## src/rtl/mul_pkg.sv

```systemverilog
// Shared types and constants for the multi-cycle MUL/MLA sequencer.
package mul_pkg;

    typedef enum logic [1:0] {
        ST_IDLE   = 2'd0,
        ST_ACCUM  = 2'd1,
        ST_FINISH = 2'd2
    } mul_state_t;

    localparam logic [3:0] OP_ADD = 4'b0100;
    localparam logic [3:0] OP_SUB = 4'b0010;
    localparam logic [3:0] OP_MOV = 4'b1101;

    localparam int FLAG_V = 3;
    localparam int FLAG_C = 2;
    localparam int FLAG_Z = 1;
    localparam int FLAG_N = 0;

    localparam int WIDTH_DEF = 32;

endpackage

```

## src/rtl/mul_seq.sv

```systemverilog
// Shift-and-add MUL/MLA sequencer that borrows the shared ALU for each partial-product add.
// Optional macro MUL_EARLY_TERM_EN: leave ACCUM once the remaining multiplier bits are all zero.
module mul_seq
    import mul_pkg::*;
#(
    parameter int WIDTH = WIDTH_DEF
) (
    input  logic             clk,
    input  logic             reset,
    input  logic             start_in,
    input  logic [WIDTH-1:0] rm_in,
    input  logic [WIDTH-1:0] rs_in,
    input  logic [WIDTH-1:0] rn_in,
    input  logic             acc_in,
    input  logic             s_in,
    input  logic [3:0]       cpsr_flags_in,
    input  logic [WIDTH-1:0] alu_result_in,
    output logic [WIDTH-1:0] alu_a_out,
    output logic [WIDTH-1:0] alu_b_out,
    output logic [3:0]       alu_opcode_out,
    output logic             busy_out,
    output logic             done_out,
    output logic [WIDTH-1:0] result_out,
    output logic [3:0]       flags_out,
    output logic             flags_we_out
);

    localparam int CNT_W = $clog2(WIDTH);
    localparam logic [CNT_W-1:0] CNT_LAST = CNT_W'(WIDTH - 1);

    mul_state_t       state_q, state_d;
    logic [WIDTH-1:0] mcand_q, mcand_d;
    logic [WIDTH-1:0] mplier_q, mplier_d;
    logic [WIDTH-1:0] acc_q, acc_d;
    logic [CNT_W-1:0] cnt_q, cnt_d;
    logic             s_q, s_d;
    logic [1:0]       cv_q, cv_d;
    logic [WIDTH-1:0] result_q, result_d;
    logic             last_step;

    // N and Z are regenerated from the product; only V/C are carried through.
    logic [1:0] unused_nz;
    assign unused_nz = cpsr_flags_in[1:0];

    always_comb begin
        state_d        = state_q;
        mcand_d        = mcand_q;
        mplier_d       = mplier_q;
        acc_d          = acc_q;
        cnt_d          = cnt_q;
        s_d            = s_q;
        cv_d           = cv_q;
        result_d       = result_q;
        last_step      = 1'b0;
        busy_out       = 1'b0;
        done_out       = 1'b0;
        flags_we_out   = 1'b0;
        flags_out      = 4'b0000;
        alu_a_out      = '0;
        alu_b_out      = '0;
        alu_opcode_out = OP_ADD;

        case (state_q)
            ST_IDLE: begin
                if (start_in) begin
                    mcand_d  = rm_in;
                    mplier_d = rs_in;
                    acc_d    = acc_in ? rn_in : '0;
                    cnt_d    = '0;
                    s_d      = s_in;
                    cv_d     = cpsr_flags_in[FLAG_V:FLAG_C];
                    state_d  = ST_ACCUM;
                end
            end
            ST_ACCUM: begin
                busy_out  = 1'b1;
                alu_a_out = acc_q;
                alu_b_out = mplier_q[0] ? mcand_q : '0;
                acc_d     = alu_result_in;
                mcand_d   = mcand_q << 1;
                mplier_d  = mplier_q >> 1;
                cnt_d     = cnt_q + 1'b1;
`ifdef MUL_EARLY_TERM_EN
                last_step = (cnt_q == CNT_LAST) || ((mplier_q >> 1) == '0);
`else
                last_step = (cnt_q == CNT_LAST);
`endif
                if (last_step) begin
                    state_d = ST_FINISH;
                end
            end
            ST_FINISH: begin
                busy_out          = 1'b1;
                done_out          = 1'b1;
                result_d          = acc_q;
                flags_we_out      = s_q;
                flags_out[FLAG_V] = cv_q[1];
                flags_out[FLAG_C] = cv_q[0];
                flags_out[FLAG_Z] = (acc_q == '0);
                flags_out[FLAG_N] = acc_q[WIDTH-1];
                state_d           = ST_IDLE;
            end
            default: begin
                state_d = ST_IDLE;
            end
        endcase
    end

    always_ff @(posedge clk) begin
        if (reset) begin
            state_q  <= ST_IDLE;
            cnt_q    <= '0;
            result_q <= '0;
        end else begin
            state_q  <= state_d;
            cnt_q    <= cnt_d;
            result_q <= result_d;
        end
    end

    // Operand datapath is only observed in ACCUM/FINISH, so it carries no reset.
    always_ff @(posedge clk) begin
        mcand_q  <= mcand_d;
        mplier_q <= mplier_d;
        acc_q    <= acc_d;
        s_q      <= s_d;
        cv_q     <= cv_d;
    end

    assign result_out = result_q;

endmodule

```

## config.mk

```make
export PLATFORM = sky130hd
export DESIGN_NAME = mul_seq
export DESIGN_NICKNAME = d
export VERILOG_FILES = /design/src/rtl/mul_pkg.sv /design/src/rtl/mul_seq.sv
export SDC_FILE = /design/constraint.sdc
export NUM_CORES = 1
export LEC_CHECK = 0
export CORE_ASPECT_RATIO = 0.9
export CORE_MARGIN = 10
export CORE_UTILIZATION = 41
export CTS_BUF_LIST = sky130_fd_sc_hd__clkbuf_2 sky130_fd_sc_hd__clkbuf_4 sky130_fd_sc_hd__clkbuf_8
export CTS_CLUSTER_DIAMETER = 40
export DETAILED_ROUTE_END_ITERATION = 10
export PLACE_DENSITY = 0.83
export SLEW_MARGIN = 40
export SYNTH_ARGS = -nofsm -noshare
export SYNTH_HDL_FRONTEND = slang
export SYNTH_SLANG_ARGS = --single-unit
export TNS_END_PERCENT = 5
```

## constraint.sdc

```tcl
create_clock -name clk -period 3.1 [get_ports clk]
set_clock_uncertainty 0.1 [all_clocks]
set_input_delay 0.62 -clock clk [delete_from_list [all_inputs] [get_ports clk]]
set_output_delay 0.62 -clock clk [all_outputs]
set_load 0.05 [all_outputs]
```

==> flow_summary.ini, run 1 <==
[detailed_routing]
wl_met2_um = 8947
wl_met3_um = 1968
wl_per_cell_um = 20.03
vias = 4510
vias_per_cell = 5.022
routed.top_layer = met4
finalWirelength_um = 17990
drt-initial-drc-count = 233
m1WireLength_um = 6958
firstDrtPassIters = 6
ant_nets = 0
remaining_drc_errors = 0

[place]
io_buffer_count = 237
hpwlAfterDp_um = 13170
post_dp_cell_area_mm2 = 0.008989
place_inst = 863
dp_slack_ps = 397.4
routabilityCongestion = 0.8594

[critical_path]
rrSetupSlack_ps = 460
cp.arrival_ps = 2260
worstReg2RegStart = state_q[1]
critPathRequiredTime_ps = 2380
rr_worst_depth = 7
crit_slowest_cell = clkdlybuf4s50_1
path_class = register to output port
critPathMaxStageDelay_ps = 820
path_max_fanout = 29
start_kind = register
crit_path_cell_trace = inv_1 -> ha_4 -> and2_1 -> clkdlybuf4s50_1
worst_setup_path_end_kind = output port
worstReg2RegEnd = mcand_q[25]

[cells_and_area]
final_common_cell = clkdlybuf4s50_1
multi_input_area_mm2 = 0.002202
antenna_cells = 0
seq_area_mm2 = 0.003754
drive_gt1_share_pct = 20.57
most-common-layout-cells = clkdlybuf4s50_1, edfxtp_1, mux2_2
area_delta_synth_final_pct = 54.67
fillerInstances = 1061
stdcell_count = 898
nets = 829
final_util_pct = 64.49
design_area_mm2 = 0.009455

[timing]
fin_ws_ps = 118.3
setup_viol_count_final = 0
timing.final.crit_share_pct = 96.19
drv_slew = 0
fin_crit_ps = 2982
slew_headroom_pct = 62.77
fmax_mhz = 335.4
hold_violations = 0
tightest_slew_ps = 556.8
finalSetupTns_ps = 0

[cts]
clock-sinks = 138
path_clk_slew_ps = 80
cts.path.max_buffers = 2
cts_made_buffers = 17
hold_buffers = 0
clock_latency_ps = 440
htreeDepth = 4
root_buffer = clkbuf_8
cts_tree = done

[floorplan]
dieArea_mm2 = 0.02020
core_area_mm2 = 0.01466
rows = 42
initial_core_util_pct = 41.70
die_x_um = 148.7
die_h_um = 135.8
num_io_pins = 244

[logic_synthesis]
ys_types = 31
async_flop_share_pct = 0
synth_edf_count = 99
syn_area_per_cell_um2 = 13.38
syn_inst = 457
synthesis.area_mm2 = 0.006113
synthFlopType = edfxtp_1
ys_ff_latch = 138
ys_warn_count = 0
ys_seq_area_share_pct = 61.40

[pwr]
switching_share_pct = 27.53
power_density_mw_per_mm2 = 507.3
p_switching_mw = 1.321
power.share.clock_pct = 29.9
leakage_nw = 3.488
p_int_mw = 3.476
combPwrFrac_pct = 21.5
seqPwrFrac_pct = 48.6
vdd.ir_drop.worst_v = 0.0003462

[status]
status = completed

[grt]
grt_overflow = 0
grt_pass1_wl_um = 26470
grt_max_degree = 96
grt_pass1_vias = 4728
grt.total_usage_pct = 16.88
antenna_found_initial = 0

[run]
cap_viol_max_count = 0

[min_path]
worstHoldPathType = register to register
min_to = cnt_q[0]
worstHoldPathCells = 2
hold_path_startpoint = cnt_q[0]
## per-stage QoR
| stage | hold WS (ps) | power, mW |
|---|---|---|
| 2_1_floorplan | 357.2 | 2.902 |
| 3_5_place_dp | 380.0 | 3.387 |
| 4_1_cts | 396.1 | 4.836 |
| 6_report | 396.0 | 4.797 |
| 5_1_grt | 419.4 | 5.014 |
| 3_3_place_gp | 365.6 | 3.351 |
## layer usage
layer	global-route usage (%)	vias up
met4	3.795	0
met5	0	-
met1	18.74	2167
met3	8.375	8
met2	28.57	191
li1	-	2144
## registers in the layout, summed over array words and instances, names as in the netlist
signal      flops
cnt_q           5
state_q         2
result_out     32
s_q             1
cv_q            2
mplier_q       32
acc_q          32
mcand_q        32
## synth_stat cells, drive strengths merged (2+ instances only)
master / instances / area, um^2
edfxtp: 99 / 2973
mux2: 62 / 698.2
dfxtp: 39 / 780.8
and2: 37 / 231.5
nor2: 37 / 138.9
and3: 33 / 206.5
a22o: 32 / 280.3
mux2i: 31 / 310.3
buf: 21 / 115.1
clkbuf: 17 / 63.81
nor4: 7 / 43.79
ha: 5 / 62.56
inv: 5 / 18.77
a21oi: 4 / 20.02
nand2b: 4 / 25.02
nor2b: 4 / 25.02
a32oi: 2 / 17.52
conb: 2 / 7.510
nand2: 2 / 7.510
nand3: 2 / 10.01
nand4: 2 / 12.51
nor3: 2 / 10.01
o21ai: 2 / 10.00
## final cells by class
| cell class | instances | area share, % |
|---|---|---|
| sequential | 138 | 39.70 |
| timing repair buffer | 247 | 30.06 |
| multi-input combinational | 278 | 23.29 |
| clock buffer | 20 | 2.779 |
| tap | 198 | 2.620 |
| clock inverter | 12 | 1.310 |
| inverter | 5 | 0.2382 |
## repair_timing
item / CTS / global route
setup buffers: 1 / 0
resized for setup: 1 / 2
endpoints found under the setup margin: 29 / 33
gates cloned: 0 / 1
## power by group through the flow
stage / clock, mW / combinational, mW / sequential (mW)
2_1_floorplan: 0 / 0.575 / 2.33
3_3_place_gp: 0 / 0.981 / 2.37
3_5_place_dp: 0 / 1.01 / 2.38
4_1_cts: 1.48 / 1.02 / 2.34
5_1_grt: 1.57 / 1.09 / 2.35
6_report: 1.43 / 1.03 / 2.33
## logic make-up (layout without fill, tap and decap cells)
family	count (synthesis)	count (layout)	synth area share, %
buffers and inverters	43	284	3.234
adder cells (fa/ha/maj)	5	5	1.023
flip-flops	138	138	61.40
AO/OA/AOI/OAI	43	43	5.710
AND/OR/NAND/NOR	133	133	12.01
multiplexers	93	93	16.50
other	2	4	0.1228
## worst max-delay path: cells and delay by family (launching register included)
| kind | cells | cell delay, ps |
|---|---|---|
| buf+inv | 2 | 950 |
| flops | 1 | 340 |
| fa+ha+maj | 1 | 330 |
| simple gates | 1 | 190 |
## how the worst max path moves through the flow
stage	from	endpoint	slack, ps
2_1_floorplan	start_in	acc_q[0]	10
3_3_place_gp	state_q[1]	alu_a_out[27]	470
3_5_place_dp	state_q[1]	alu_a_out[4]	400
4_1_cts	state_q[0]	flags_out[1]	70
5_1_grt	state_q[1]	alu_a_out[4]	-0.3
6_report	state_q[1]	alu_a_out[4]	120
Note: power is estimated with default switching activity, not from simulation.
==> run 2: changes to the inputs <==
Settings changed: MAX_ROUTING_LAYER set to met4, SETUP_SLACK_MARGIN set to 0.4.
==> run 2 against run 1 <==
  * Combinational power fell by 4%
  * Hold slack improved by 1.2 ps
  * Setup slack improved by 160 ps
  * Flip-flop and latch count did not move
  * Wire length fell by 4.3%
  * Final cell count rose by 0.22%
  * Global-route usage rose by 0.27 points
  * Clock-buffer cell count fell by 2
  * Die area did not move
  * Non-clock buffer count rose by 2
  * Fmax rose by 5.8%
  * Largest power group unchanged
  * Highest routed layer unchanged
==> flow_summary.ini, run 2 (synthesis gave the netlist of run 1 again) <==
[cts]
cts_made_buffers = 17
path_clk_slew_ps = 70
root_buffer = clkbuf_8
cts_tree = done
htreeDepth = 4
clock_latency_ps = 440
cts.path.max_buffers = 2
clock-sinks = 138

[place]
io_buffer_count = 237
routabilityCongestion = 0.8787
hpwlAfterDp_um = 12680
post_dp_cell_area_mm2 = 0.008827

[pwr]
vdd.ir_drop.worst_v = 0.0004394
p_int_mw = 3.660
seqPwrFrac_pct = 46.6
power_density_mw_per_mm2 = 534.7
leakage_nw = 3.589
combPwrFrac_pct = 19.7
power_mw = 4.990
power.share.clock_pct = 33.6
switching_share_pct = 26.66
p_switching_mw = 1.330

[floorplan]
core_area_mm2 = 0.01466
dieArea_mm2 = 0.02020
die_x_um = 148.7
num_io_pins = 244
initial_core_util_pct = 41.70
rows = 42
die_h_um = 135.8

[critical_path]
rrSetupSlack_ps = 1000
path_class = register to output port
worstReg2RegStart = state_q[1]
critPathRequiredTime_ps = 2380
worstReg2RegEnd = mplier_q[9]
worst_setup_path_end_kind = output port
rr_worst_depth = 6
path_max_fanout = 9
cp.arrival_ps = 2100
start_kind = register

[timing]
hold_violations = 0
tightest_slew_ps = 600.2
drv_slew = 0
fin_crit_ps = 2818
finalSetupTns_ps = 0
timing.final.crit_share_pct = 90.92
rsz0062_at_grt = yes
slew_headroom_pct = 59.98
setup_viol_count_final = 0
fmax_mhz = 354.8
whs_ps = 397.2

[cells_and_area]
final_common_cell = clkdlybuf4s50_1
fillerInstances = 1082
most-common-layout-cells = clkdlybuf4s50_1, edfxtp_1, mux2_2
antenna_cells = 0
multi_input_area_mm2 = 0.002230
seq_area_mm2 = 0.003755
area_delta_synth_final_pct = 52.66
design_area_mm2 = 0.009333
final_util_pct = 63.65
drive_gt1_share_pct = 25.64
nets = 831

[detailed_routing]
finalWirelength_um = 17210
remaining_drc_errors = 0
vias_per_cell = 5.014
vias = 4513
wl_per_cell_um = 19.12
firstDrtPassIters = 7
drt-initial-drc-count = 193
ant_nets = 0

[grt]
antenna_found_initial = 0
grt_overflow = 0
grt_pass1_wl_um = 26160
grt_pass1_vias = 4693
grt.total_usage_pct = 17.15
grt_max_degree = 97

[run]
cap_viol_max_count = 0

[min_path]
worstHoldPathType = register to register
worstHoldPathCells = 2
hold_path_startpoint = result_out[1]
min_to = result_out[1]

[status]
status = completed
-- run 2: cell types whose count changed in the layout (fill, tap and decap cells not counted), moves of 3 or more --
cell / before / now
buf_4: 8 / 51
clkdlybuf4s50_1: 200 / 167
buf_12: 34 / 25
bufinv_16: 2 / 5
dlygate4sd2_1: 1 / 4
-- run 2: timing repair --
| item | in CTS | in global routing |
|---|---|---|
| setup buffers | 0 | 5 |
| hold buffers | 0 | 0 |
| endpoints found under the setup margin | 7 | 38 |
| gates resized for setup | 5 | 1 |
| pin swaps | 0 | 1 |
| gates cloned | 0 | 0 |
-- run 2: worst max-delay path by stage --
stage | start | endpoint
floorplan | start_in | acc_q[0]
global placement | state_q[0] | flags_out[0]
detailed placement | state_q[0] | flags_out[0]
CTS | state_q[0] | flags_out[1]
global route | state_q[0] | flags_out[1]
finish | state_q[0] | done_out
-- run 2: per-layer routing --
| layer | GRT usage [%] | vias up | share of wire, % |
|---|---|---|---|
| met5 | - | - | 0 |
| met4 | 4.235 | 0 | 1.1 |
| met1 | 19.09 | 2156 | 39 |
| met3 | 8.209 | 14 | 11 |
| met2 | 27.31 | 194 | 48 |
| li1 | - | 2149 | - |
-- run 2: cell type report --
| class | instances | area share [%] |
|---|---|---|
| Timing Repair Buffer | 249 | 28.05 |
| Clock buffer | 18 | 2.587 |
| Multi-Input combinational cell | 278 | 23.89 |
| Inverter | 5 | 0.2413 |
| Tap cell | 198 | 2.655 |
| Sequential cell | 138 | 40.23 |
| Clock inverter | 14 | 2.346 |
-- run 2: worst max-delay path, stage by stage (launching register included) --
cell and delay (ps):
dfxtp_1 350, inv_1 150, ha_4 220, buf_4 150
clkdlybuf4s50_1 800
-- run 2: stage by stage --
step | setup slack (ps) | instances
after global placement | 503.1 | 862
final | 281.5 | 900
after floorplan | 300.2 | 459
after CTS | 143.7 | 895
after global routing | 205.1 | 900
after detailed placement | 454.6 | 863
-- run 2: power groups by stage --
stage	Clock (mW)	Sequential (mW)	Combinational, mW
floorplan	0	2.33	0.584
global placement	0	2.36	0.960
detailed placement	0	2.37	0.993
CTS	1.73	2.33	0.997
global route	1.82	2.35	1.05
finish	1.68	2.33	0.984
